**src/rtl/cdb_arbiter_pkg.sv**
```systemverilog
// rtl/cdb_arbiter_pkg.sv - shared constants for the common-data-bus arbiter
//
// Purpose: source encodings carried on cdb_src and the default geometry of the
// result bus. ROB_ID_W is rob_bit+1, so the default of 3 matches a 4-entry ROB
// with one wrap bit.
package cdb_arbiter_pkg;

  // Value driven on cdb_src to name the producer of the broadcast result.
  localparam logic CDB_SRC_ALU = 1'b0;
  localparam logic CDB_SRC_LSB = 1'b1;

  localparam int CDB_ROB_ID_W_DEF   = 3;
  localparam int CDB_DATA_W_DEF     = 32;
  localparam int CDB_FIFO_DEPTH_DEF = 2;

endpackage

```
**src/rtl/cdb_src_fifo.sv**
```systemverilog
// rtl/cdb_src_fifo.sv - per-producer result FIFO feeding the CDB arbiter
//
// Purpose: small circular buffer holding {rob_id, value} results from one
// producer until the arbiter grants it the bus.
// Ports:
//   clk, rst  clock, synchronous active-high reset
//   rdy       global enable; 0 freezes pointers and count
//   flush     empties the FIFO (only acted on when rdy=1); beats push/pop
//   push, din write din at the tail (ignored when full)
//   pop       drop the head (ignored when empty)
//   dout      current head entry
//   empty     no entries held
//   full      DEPTH entries held
module cdb_src_fifo #(
  parameter int WIDTH = 35,
  parameter int DEPTH = 2
) (
  input  logic             clk,
  input  logic             rst,
  input  logic             rdy,
  input  logic             flush,
  input  logic             push,
  input  logic [WIDTH-1:0] din,
  input  logic             pop,
  output logic [WIDTH-1:0] dout,
  output logic             empty,
  output logic             full
);

  localparam int AW = $clog2(DEPTH);
  localparam logic [AW:0] DEPTH_C = (AW+1)'(DEPTH);

  logic [WIDTH-1:0] mem_q [DEPTH];
  logic [AW-1:0]    rd_q, wr_q;
  logic [AW:0]      cnt_q;
  logic             do_push, do_pop;

  // A flush cycle neither accepts nor releases anything.
  assign do_push = rdy && !flush && push && !full;
  assign do_pop  = rdy && !flush && pop && !empty;

  assign empty = (cnt_q == '0);
  assign full  = (cnt_q == DEPTH_C);
  assign dout  = mem_q[rd_q];

  // Pointers are exactly log2(DEPTH) bits so they wrap on their own; the
  // separate count disambiguates full from empty.
  always_ff @(posedge clk) begin
    if (rst) begin
      rd_q  <= '0;
      wr_q  <= '0;
      cnt_q <= '0;
    end else if (rdy) begin
      if (flush) begin
        rd_q  <= '0;
        wr_q  <= '0;
        cnt_q <= '0;
      end else begin
        if (do_push) wr_q <= wr_q + 1'b1;
        if (do_pop)  rd_q <= rd_q + 1'b1;
        case ({do_push, do_pop})
          2'b10:   cnt_q <= cnt_q + 1'b1;
          2'b01:   cnt_q <= cnt_q - 1'b1;
          default: cnt_q <= cnt_q;
        endcase
      end
    end
  end

  // Storage carries no reset; stale slots are unreachable once the count is 0.
  always_ff @(posedge clk) begin
    if (do_push) mem_q[wr_q] <= din;
  end

endmodule

```
**src/rtl/cdb_arbiter.sv**
```systemverilog
// rtl/cdb_arbiter.sv - round-robin arbiter for the single ROB result-write bus
//
// Purpose: ALU and LSB results queue in their own FIFO; each enabled cycle one
// head is granted (round-robin under contention) and registered onto cdb_*.
// Ports:
//   clk, rst                      clock, synchronous active-high reset
//   rdy                           global enable; 0 holds all state and outputs
//   clear                         ROB flush: drop everything queued, idle bus
//   alu_valid/rob_id/value/ready  ALU result offer and FIFO-not-full
//   lsb_valid/rob_id/value/ready  LSB result offer and FIFO-not-full
//   cdb_valid                     one-cycle broadcast pulse (qualify with rdy)
//   cdb_rob_id, cdb_value         broadcast payload, held when idle
//   cdb_src                       producer of the broadcast (0 ALU, 1 LSB)
module cdb_arbiter
  import cdb_arbiter_pkg::*;
#(
  parameter int ROB_ID_W   = CDB_ROB_ID_W_DEF,
  parameter int DATA_W     = CDB_DATA_W_DEF,
  parameter int FIFO_DEPTH = CDB_FIFO_DEPTH_DEF
) (
  input  logic                clk,
  input  logic                rst,
  input  logic                rdy,
  input  logic                clear,
  input  logic                alu_valid,
  input  logic [ROB_ID_W-1:0] alu_rob_id,
  input  logic [DATA_W-1:0]   alu_value,
  output logic                alu_ready,
  input  logic                lsb_valid,
  input  logic [ROB_ID_W-1:0] lsb_rob_id,
  input  logic [DATA_W-1:0]   lsb_value,
  output logic                lsb_ready,
  output logic                cdb_valid,
  output logic [ROB_ID_W-1:0] cdb_rob_id,
  output logic [DATA_W-1:0]   cdb_value,
  output logic                cdb_src
);

  localparam int W = ROB_ID_W + DATA_W;

  logic [W-1:0] alu_dout, lsb_dout, grant_data;
  logic         alu_empty, alu_full, lsb_empty, lsb_full;
  logic         any_req, grant_src, do_grant;

  logic                rr_q, rr_d;
  logic                valid_q, valid_d;
  logic                src_q, src_d;
  logic [ROB_ID_W-1:0] id_q, id_d;
  logic [DATA_W-1:0]   value_q, value_d;

  // Ready looks at the registered count only: a pop in the same cycle does not
  // free a slot for the producer until the next cycle.
  assign alu_ready = rdy && !alu_full;
  assign lsb_ready = rdy && !lsb_full;

  cdb_src_fifo #(.WIDTH(W), .DEPTH(FIFO_DEPTH)) u_alu_fifo (
    .clk   (clk),
    .rst   (rst),
    .rdy   (rdy),
    .flush (clear),
    .push  (alu_valid && alu_ready),
    .din   ({alu_rob_id, alu_value}),
    .pop   (do_grant && (grant_src == CDB_SRC_ALU)),
    .dout  (alu_dout),
    .empty (alu_empty),
    .full  (alu_full)
  );

  cdb_src_fifo #(.WIDTH(W), .DEPTH(FIFO_DEPTH)) u_lsb_fifo (
    .clk   (clk),
    .rst   (rst),
    .rdy   (rdy),
    .flush (clear),
    .push  (lsb_valid && lsb_ready),
    .din   ({lsb_rob_id, lsb_value}),
    .pop   (do_grant && (grant_src == CDB_SRC_LSB)),
    .dout  (lsb_dout),
    .empty (lsb_empty),
    .full  (lsb_full)
  );

  // Only contention consults rr_q; a lone requester always wins.
  assign any_req    = !alu_empty || !lsb_empty;
  assign grant_src  = lsb_empty ? CDB_SRC_ALU : (alu_empty ? CDB_SRC_LSB : rr_q);
  assign grant_data = (grant_src == CDB_SRC_LSB) ? lsb_dout : alu_dout;
  assign do_grant   = rdy && !clear && any_req;

  always_comb begin
    rr_d    = rr_q;
    valid_d = valid_q;
    src_d   = src_q;
    id_d    = id_q;
    value_d = value_q;
    if (rdy) begin
      if (clear) begin
        valid_d = 1'b0;
        rr_d    = 1'b0;
      end else if (any_req) begin
        valid_d = 1'b1;
        src_d   = grant_src;
        id_d    = grant_data[W-1:DATA_W];
        value_d = grant_data[DATA_W-1:0];
        // Point at the other source so the loser of a contended cycle wins next.
        rr_d    = ~grant_src;
      end else begin
        valid_d = 1'b0;
      end
    end
  end

  always_ff @(posedge clk) begin
    if (rst) begin
      rr_q    <= 1'b0;
      valid_q <= 1'b0;
      src_q   <= CDB_SRC_ALU;
      id_q    <= '0;
      value_q <= '0;
    end else begin
      rr_q    <= rr_d;
      valid_q <= valid_d;
      src_q   <= src_d;
      id_q    <= id_d;
      value_q <= value_d;
    end
  end

  assign cdb_valid  = valid_q;
  assign cdb_src    = src_q;
  assign cdb_rob_id = id_q;
  assign cdb_value  = value_q;

endmodule

```
**config.mk**
```make
export PLATFORM = sky130hd
export DESIGN_NAME = cdb_arbiter
export DESIGN_NICKNAME = d
export VERILOG_FILES = /design/src/rtl/cdb_arbiter_pkg.sv /design/src/rtl/cdb_src_fifo.sv /design/src/rtl/cdb_arbiter.sv
export SDC_FILE = /design/constraint.sdc
export NUM_CORES = 1
export LEC_CHECK = 0
export ABC_AREA = 1
export BUFFER_PORTS_ARGS = -buffer_cell sky130_fd_sc_hd__buf_2
export CORE_MARGIN = 2
export CORE_UTILIZATION = 25
export DETAILED_ROUTE_END_ITERATION = 6
export MAX_ROUTING_LAYER = met4
export SLEW_MARGIN = 20
export SYNTH_ARGS = -nofsm -noshare
export SYNTH_HDL_FRONTEND = slang
export SYNTH_SLANG_ARGS = --single-unit
```
**constraint.sdc**
```tcl
create_clock -name clk -period 4.9 [get_ports clk]
set_clock_uncertainty 0.15 [all_clocks]
set_input_delay 0.735 -clock clk [delete_from_list [all_inputs] [get_ports clk]]
set_output_delay 0.735 -clock clk [all_outputs]
set_load 0.03 [all_outputs]
```
# == Yosys cells after proc, flatten, opt, wreduce, memory -nomap -nowiden ==
# Memories as Yosys holds them, arrays and structs flattened. A register that Yosys moved wholly into a read port is not among the register bits.
# Index checks and enable logic that the tools add are counted.
# Widths: inputs -> output; s select.
# classes
bitwise_logic,2
muxes,27
n_addsub,8
n_eq_ne,6
n_reduce_logical,39
# ops
operator,n
$mux 35,1
$mux 1,22
$logic_and 1x1->1,16
$reduce_and 2->1,7
$reduce_bool 2->1,5
$eq 2x2->1 const B,4
$pmux 2 s2,2
$reduce_bool 3->1,2
$logic_not 1->1,5
$add 1x1->1 const B,4
$add 2x1->2 const B,2
$eq 2x1->1 const B,2
$logic_not 2->1,2
$mux 2,2
$sub 2x1->2 const B,2
$reduce_and 3->1,1
$not 1->1,2
$logic_or 1x1->1,1
# word_totals
memories,2
out_inout_bits,39
elab_cells,95
input_bits,76
mem_bits_rw,140
regBits,46
# mem_list
name,depth,width,read_ports,rd_ports_with_merged_regs,write_ports,line_no,source
u_alu_fifo.mem_q,2,35,1,1,1,cdb_src_fifo.sv:33,logic [WIDTH-1:0] mem_q [DEPTH];
u_lsb_fifo.mem_q,2,35,1,1,1,cdb_src_fifo.sv:33,

# == Logic depth before layout (Yosys ltp) ==
# Gate-level depths: netlist of the first run.
# depth
depth_word,11
depth_mapped,11
mapped_depth_nobuf,11

# == Modules after synthesis ==
# Synthesis of the first run repeated with hierarchy kept, for this count alone.
# hier_totals
cells_unflattened,646
hier_area_um2,7782.5
# modules_own_cells
module,area_per_inst_um2,cells_per_inst,n_inst
cdb_src_fifo,2817.7,158,2
cdb_arbiter,2147.1,330,1

# == Least setup slack after synthesis of the first run ==
# Ideal clock, no wire load.
# synth_path
path_kind,input -> register
start,input port rdy
end,memory u_alu_fifo.mem_q[1][0] (enable)
stages,5
path_slack_ns,1.606
setup_ns,0.429
t_arrival_ns,2.715
path_buffers,1
required_ns,4.321
path_cell_list,buf_4 > nand2_4 > inv_4 > nand3_1 > nor2_1
# synth_between
elab_chain_len,6
# synth_rtl
item,line_no,source
start: declaration,cdb_arbiter.sv:23,"input logic rdy,"
$logic_and 1x1->1,cdb_arbiter.sv:53,assign alu_ready = rdy && !alu_full;
$logic_and 1x1->1,cdb_arbiter.sv:61,".push (alu_valid && alu_ready),"
$logic_and 1x1->1 (*) (2 in series),cdb_src_fifo.sv:39,assign do_push = rdy && !flush && push && !full;
$mux 1 (*),cdb_src_fifo.sv:72,if (do_push) mem_q[wr_q] <= din;
$mux 1 (not written as such) (*),cdb_src_fifo.sv:72,
end: declaration,cdb_src_fifo.sv:33,
# Mark *: on every way between the ends. The rest lies on a longest branch, timed or not.

# == Worst setup path in the final report of the first run ==
# layout_path
start,input port clear
end,register u_alu_fifo.cnt_q[1]
# layout_between
elab_chain_len,9
# layout_rtl
item,line_no,source
start: declaration,cdb_arbiter.sv:24,"input logic clear,"
$logic_not 1->1,"cdb_src_fifo.sv:39, cdb_src_fifo.sv:40, cdb_arbiter.sv:86",
$logic_and 1x1->1,"cdb_src_fifo.sv:39, cdb_src_fifo.sv:40, cdb_arbiter.sv:86",
$logic_and 1x1->1,cdb_arbiter.sv:86,assign do_grant = rdy && !clear && any_req;
$logic_and 1x1->1,cdb_arbiter.sv:63,".pop (do_grant && (grant_src == CDB_SRC_ALU)),"
$logic_and 1x1->1 (2 in series),cdb_src_fifo.sv:40,assign do_pop = rdy && !flush && pop && !empty;
$eq 2x1->1 / $eq 2x2->1 (equally long branches),cdb_src_fifo.sv:61,"case ({do_push, do_pop})"
$pmux 2 s2 / $reduce_bool 3->1 (equally long branches),-,
$mux 2 / $reduce_and 2->1 (equally long branches),-,
end signal: assignment,cdb_src_fifo.sv:62,2'b10: cnt_q <= cnt_q + 1'b1;
end signal: assignment,cdb_src_fifo.sv:63,2'b01: cnt_q <= cnt_q - 1'b1;
end signal: assignment,cdb_src_fifo.sv:64,default: cnt_q <= cnt_q;
end: declaration,cdb_src_fifo.sv:35,logic [AW:0] cnt_q;
# Parallel ways exist; a longest one is shown, timed or not.
# A chain may end at the register's enable or synchronous reset.

==> impl_metrics.tcl, run 1 <==
set metrics [dict create \
    outcome "finished clean" \
    rsz0062_at_grt "false" \
    slew_violations 0 \
    coreArea_um2 28600 \
    grt_pass1_wl_mm 26.9 \
    clock_latency_ns 0.43 \
    critPathLaunch "clear" \
    cts-root-buf "clkbuf_16" \
    peakVddDrop_mv 0.192 \
    tns_ns 0 \
    setup_viol 0 \
    max_freq_mhz 368 \
    synth.most_common_cell "edfxtp_1" \
    synth_area_leaders "edfxtp_1 (58%), dfxtp_1 (13%), nand2_1 (5.0%)" \
    syn_area_per_cell_um2 13.2 \
    min_path_type "reg2reg" \
    crit_arrival_ns 2.89 \
    slew_headroom 0.373 \
    rrSetupSlack_ns 2.30 \
    p_switching_mw 0.848 \
    path_class "in2reg" \
    fill_cells 2885 \
    tightest_slew_ns 0.938 \
    crit_chain "buf_2 > inv_2 > nand2_4 > inv_4 > nand2_2 > nor2_8 > nand3_1 > nand2_1 > nor2_1 > nor2_1 > nor2_1" \
    chipHeight_um 174 \
    hold_path_depth 1 \
    drive_gt1_frac 0.284 \
    synth_ff_type "edfxtp_1" \
    comb_power_share 0.078 \
    grt_use_total 0.123 \
    drc 0 \
    clkTransAtPathRegs_ns 0.07 \
    syn-num-nets 625 \
    cts_resized 0 \
    crit_path_end_kind "flop" \
    grt_pass1_vias 4526 \
    synthArstFlopShare 0 \
    clkPwrFrac 0.400 \
    synth_cell_type_count 30 \
    worstHoldStart "u_lsb_fifo.rd_q$_SDFFE_PP0P_" \
    instances_no_fill 1061 \
    boundaryPins 115 \
    dp_cells 1025 \
    yosys_warnings 0 \
    via_per_inst 4.22 \
    r2r_cells 9 \
    synth_common_cells "edfxtp_1 (140), nand2_1 (96), dfxtp_1 (48), o211ai_1 (46), inv_1 (45)" \
    core.rowCount 62 \
    die_x_um 174 \
    internal_power_mw 2.58 \
    finalWirelength_mm 17.7 \
    syn_area_um2 7230 \
    startpoint_type "primary input" \
    crit_buf_inv 3 \
    grt_max_degree 39 \
    num-nets-final 736 \
    syn_inst 549 \
    crit_family "simple AND/OR/NAND/NOR gates" \
    overflow 0 \
    gp_congestion 0.821 \
    antenna_found_initial 4 \
    cp_max_fo 38 \
    syn_to_final_growth_pct 22.5 \
    numClockSinks 188 \
    dp_hpwl_mm 11.8 \
    dr.pass1.iters 4 \
    power_density_nw_per_um2 387 \
    leakage_nw 3.16 \
    cpMostUsedCell "nor2_1" \
    vias 4480 \
    ant_nets 0 \
    dieArea_um2 30300 \
    crit_slowest_cell "nor2_8" \
    synth-seq-cells 188 \
    portBuffers 114 \
    critPathMaxStageDelay_ns 0.75 \
    fin_crit_ns 2.72 \
    finalCritPeriodShare 0.554 \
    final_hold_viol_count 0 \
    start_util 0.253 \
    yosysTopAreaCell "edfxtp_1" \
    max_cap_viol_count 0 \
    p_seq_frac 0.522 \
    synth_edf_count 140 \
    r2r_end "u_alu_fifo.cnt_q[1]$_SDFFE_PP0P_" \
    required_ns 5.07 \
    post_drt_wl_per_cell_um 16.7 \
    post_cts_buffers 0 \
    synth_top_area_share 0.581 \
    tritoncts.num_buffers 17 \
    yosysSeqAreaShare 0.714 \
    switching_share 0.247 \
    initialDrtViolationCount 323 \
    tritoncts "done" \
    h-tree-depth 4 \
    reg2reg_from "u_lsb_fifo.cnt_q[0]$_SDFFE_PP0P_" \
    cts_buffer_depth 2 \
    cts_hold_buffers 0 \
]
per-layer routing:
layer  global-route usage  part of all wire
met1                0.148              0.44
met2                0.205              0.50
met3               0.0330             0.046
met4               0.0326            0.0056
met5                    -                 0
power by group through the flow:
stage                     Sequential [mW]  Combinational [mW]  Clock [mW]
final                                1.79               0.266        1.37
after CTS                            1.79               0.273        1.41
after global routing                 1.80               0.293        1.47
after global placement               1.83               0.262           0
after detailed placement             1.83               0.272           0
after floorplan                      1.85               0.140           0
layout make-up:
type,instances,area (µm²),share of cell area
flip-flops and latches,188,5170,0.583
multi-input cells,286,1740,0.197
repair buffers,120,696,0.0785
well taps,384,480,0.0542
clock buffers,18,439,0.0496
inverters,47,179,0.0202
clock inverters,14,145,0.0164
diodes,4,10.0,0.00113
flip-flops by register name, indices dropped and copies added, names as in the netlist, named ones only:
| register | cells |
|---|---|
| u_lsb_fifo.wr_q | 1 |
| u_alu_fifo.wr_q | 1 |
| cdb_valid | 1 |
| u_lsb_fifo.mem_q | 70 |
| u_alu_fifo.rd_q | 1 |
| cdb_value | 32 |
| u_lsb_fifo.cnt_q | 2 |
| u_lsb_fifo.rd_q | 1 |
| cdb_src | 1 |
| u_alu_fifo.mem_q | 70 |
| u_alu_fifo.cnt_q | 2 |
| rr_q | 1 |
| cdb_rob_id | 3 |
stage by stage:
step	power (mW)	area, µm²	setup slack (ns)	util	hold WS [ns]
2_1_floorplan	1.99	7230	1.61	-	0.273
3_3_place_gp	2.09	8160	1.72	0.285	0.296
3_5_place_dp	2.10	8270	1.70	0.289	0.298
4_1_cts	3.47	8850	2.15	0.309	0.312
5_1_grt	3.56	8860	1.92	0.310	0.310
6_report	3.43	8860	2.18	0.310	0.311
how the worst max path moves through the flow:
stage	endpoint	slack (ns)	cells past startpoint
global route	u_alu_fifo.cnt_q[1]$_SDFFE_PP0P_	1.92	11
floorplan	u_alu_fifo.mem_q[1][0]$_DFFE_PP_	1.61	5
global placement	u_alu_fifo.cnt_q[1]$_SDFFE_PP0P_	1.72	11
finish	u_alu_fifo.cnt_q[1]$_SDFFE_PP0P_	2.18	11
detailed placement	u_alu_fifo.cnt_q[1]$_SDFFE_PP0P_	1.70	11
CTS	cdb_value[15]$_SDFFE_PP0N_	2.15	4
layout by cell type, fill, tap and decap left out, types with 3 or more instances in the layout:
cell type  count
inv_8          3
nand3_1       11
mux2i_1       20
mux2_2         4
inv_1         45
nor2_4         7
diode_2        4
a31oi_1       32
nand2_1       96
clkbuf_16     17
nor2_8         3
dfxtp_1       46
or2_2         16
buf_16         4
nor2_1        10
o211ai_1      46
inv_6          6
buf_2        114
a21oi_1       16
or2_0         15
edfxtp_1     140
cells by family (layout without fill, tap and decap cells):
kind of cell	count (synthesis)	after routing	share of synthesized area
compound gates	97	97	0.0906
xor+xnor	1	1	0.00121
buf+inv	75	199	0.0491
flops	188	188	0.714
mux	24	24	0.0339
other cells	0	4	0
simple gates	164	164	0.111
No activity file was read; power rests on OpenSTA's default activity.
==> run 2, diff against run 1 <==
- clock period: 4.9 -> 2.3 ns (I/O delays scaled with it)
==> run 2 against run 1 <==
Setup slack lost 1.7 ns. Cell count rose by 7.3%. Utilization is 2.5 points higher. Critical path type is now reg2reg. Flip-flop and latch count stayed put. Die area did not move. Register-to-register slack got worse by 1.9 ns. Sequential share of layout area down 4.4 points. Clock-buffer cell count grew 1. Critical path depth down 6. Global-route usage down 0.24 points. Non-clock buffer count up 80. Via count up 5.7%.
==> impl_metrics.tcl, run 2 (synthesized netlist as in run 1, its figures left out) <==
set metrics [dict create \
    design_area_um2 9590 \
    drc 0 \
    grt_pass1_wl_mm 26.9 \
    required_ns 2.26 \
    tritoncts.num_buffers 17 \
    place_ws_ns 0.297 \
    crit_path_end_kind "flop" \
    regArea_um2 5170 \
    dpl-instance-area_um2 8300 \
    path_class "reg2reg" \
    final_hold_viol_count 0 \
    via_per_inst 4.16 \
    finalWirelength_mm 17.2 \
    dp_cells 1034 \
    tns_ns 0 \
    cts-root-buf "clkbuf_16" \
    crit_arrival_ns 1.82 \
    portBuffers 114 \
    antenna_found_initial 1 \
    numClockSinks 188 \
    fin_crit_ns 1.86 \
    die_x_um 174 \
    coreArea_um2 28600 \
    instances_no_fill 1138 \
    gp_congestion 0.818 \
    outcome "finished clean" \
    vias 4737 \
    dieArea_um2 30300 \
    dp_hpwl_mm 11.6 \
    cts_buffer_depth 2 \
    grt_pass1_vias 4817 \
    clock_latency_ns 0.42 \
    setup_viol 0 \
    total_power_mw 7.36 \
    dr.pass1.iters 7 \
    slew_violations 0 \
    startpoint_type "flop" \
    slew_headroom 0.660 \
    cp_max_fo 36 \
    ant_nets 0 \
    max_cap_viol_count 0 \
    min_path_type "in2reg" \
    overflow 0 \
    finalCritPeriodShare 0.810 \
    drive_gt1_frac 0.263 \
    tritoncts "done" \
    grt_max_degree 39 \
    multiInputGateArea_um2 1740 \
    cts_resized 0 \
    chipHeight_um 174 \
    power_density_nw_per_um2 768 \
    layout_commonest_cell "edfxtp_1" \
    mostFrequentLayoutCells "edfxtp_1 (140), buf_2 (114), nand2_1 (96)" \
    max_freq_mhz 537 \
    start_util 0.253 \
    rsz0062_at_grt "false" \
    peakVddDrop_mv 0.368 \
    clkTransAtPathRegs_ns 0.07 \
    setup_slack_ns 0.437 \
    post_drt_wl_per_cell_um 15.1 \
    boundaryPins 115 \
    fill_cells 2831 \
    syn_to_final_growth_pct 32.6 \
    core.rowCount 62 \
    initialDrtViolationCount 281 \
    h-tree-depth 4 \
    tightest_slew_ns 0.510 \
    grt_use_total 0.121 \
    num-nets-final 816 \
    leakage_nw 3.48 \
]
## run 2: through the flow
| stage | util | hold WS, ns |
|---|---|---|
| global placement | 0.290 | 0.301 |
| floorplan | - | 0.273 |
| finish | 0.335 | 0.123 |
| CTS | 0.335 | 0.0921 |
| global route | 0.335 | 0.106 |
| detailed placement | 0.290 | 0.302 |
## run 2: final timing paths
check | startpoint | end | slack (ns) | cells after the start
max | u_lsb_fifo.cnt_q[0]$_SDFFE_PP0P_ | u_lsb_fifo.mem_q[1][19]$_DFFE_PP_ | 0.44 | 5
max reg2reg | u_lsb_fifo.cnt_q[0]$_SDFFE_PP0P_ | u_lsb_fifo.mem_q[1][19]$_DFFE_PP_ | 0.44 | 5
min reg2reg | cdb_valid$_SDFFE_PP0P_ | cdb_valid$_SDFFE_PP0P_ | 0.31 | 2
min | clear | u_lsb_fifo.cnt_q[0]$_SDFFE_PP0P_ | 0.12 | 4
## run 2: per-layer routing
| metal | GRT usage | wire length (µm) | part of all wire |
|---|---|---|---|
| met2 | 0.191 | 8270 | 0.48 |
| met3 | 0.0280 | 634 | 0.037 |
| met4 | 0.0333 | 219 | 0.013 |
| met1 | 0.155 | 8100 | 0.47 |
| met5 | - | 0 | 0 |
## run 2: final cells by class
type | count | share of cell area
antenna | 1 | 0.000261
tap | 384 | 0.0501
multi-input combinational | 286 | 0.182
inverter | 47 | 0.0187
clock inverter | 13 | 0.0145
sequential | 188 | 0.539
clock buffer | 19 | 0.0452
timing repair buffer | 200 | 0.151
## run 2: report_power, final
group          switching [mW]  internal, mW
registers              0.0510          3.75
clock network            1.26          1.61
logic                   0.416         0.278
## run 2: worst max-delay path: stages (launching register included)
cell	delay [ns]
dfxtp_1	0.43
inv_1	0.09
nand2_1	0.12
nand3_1	0.29
nor2_4	0.20
buf_12	0.25
## run 2: what timing repair did
item,in CTS,in global routing
setup buffers,0,0
hold endpoints to repair,141,0
hold buffers,71,0
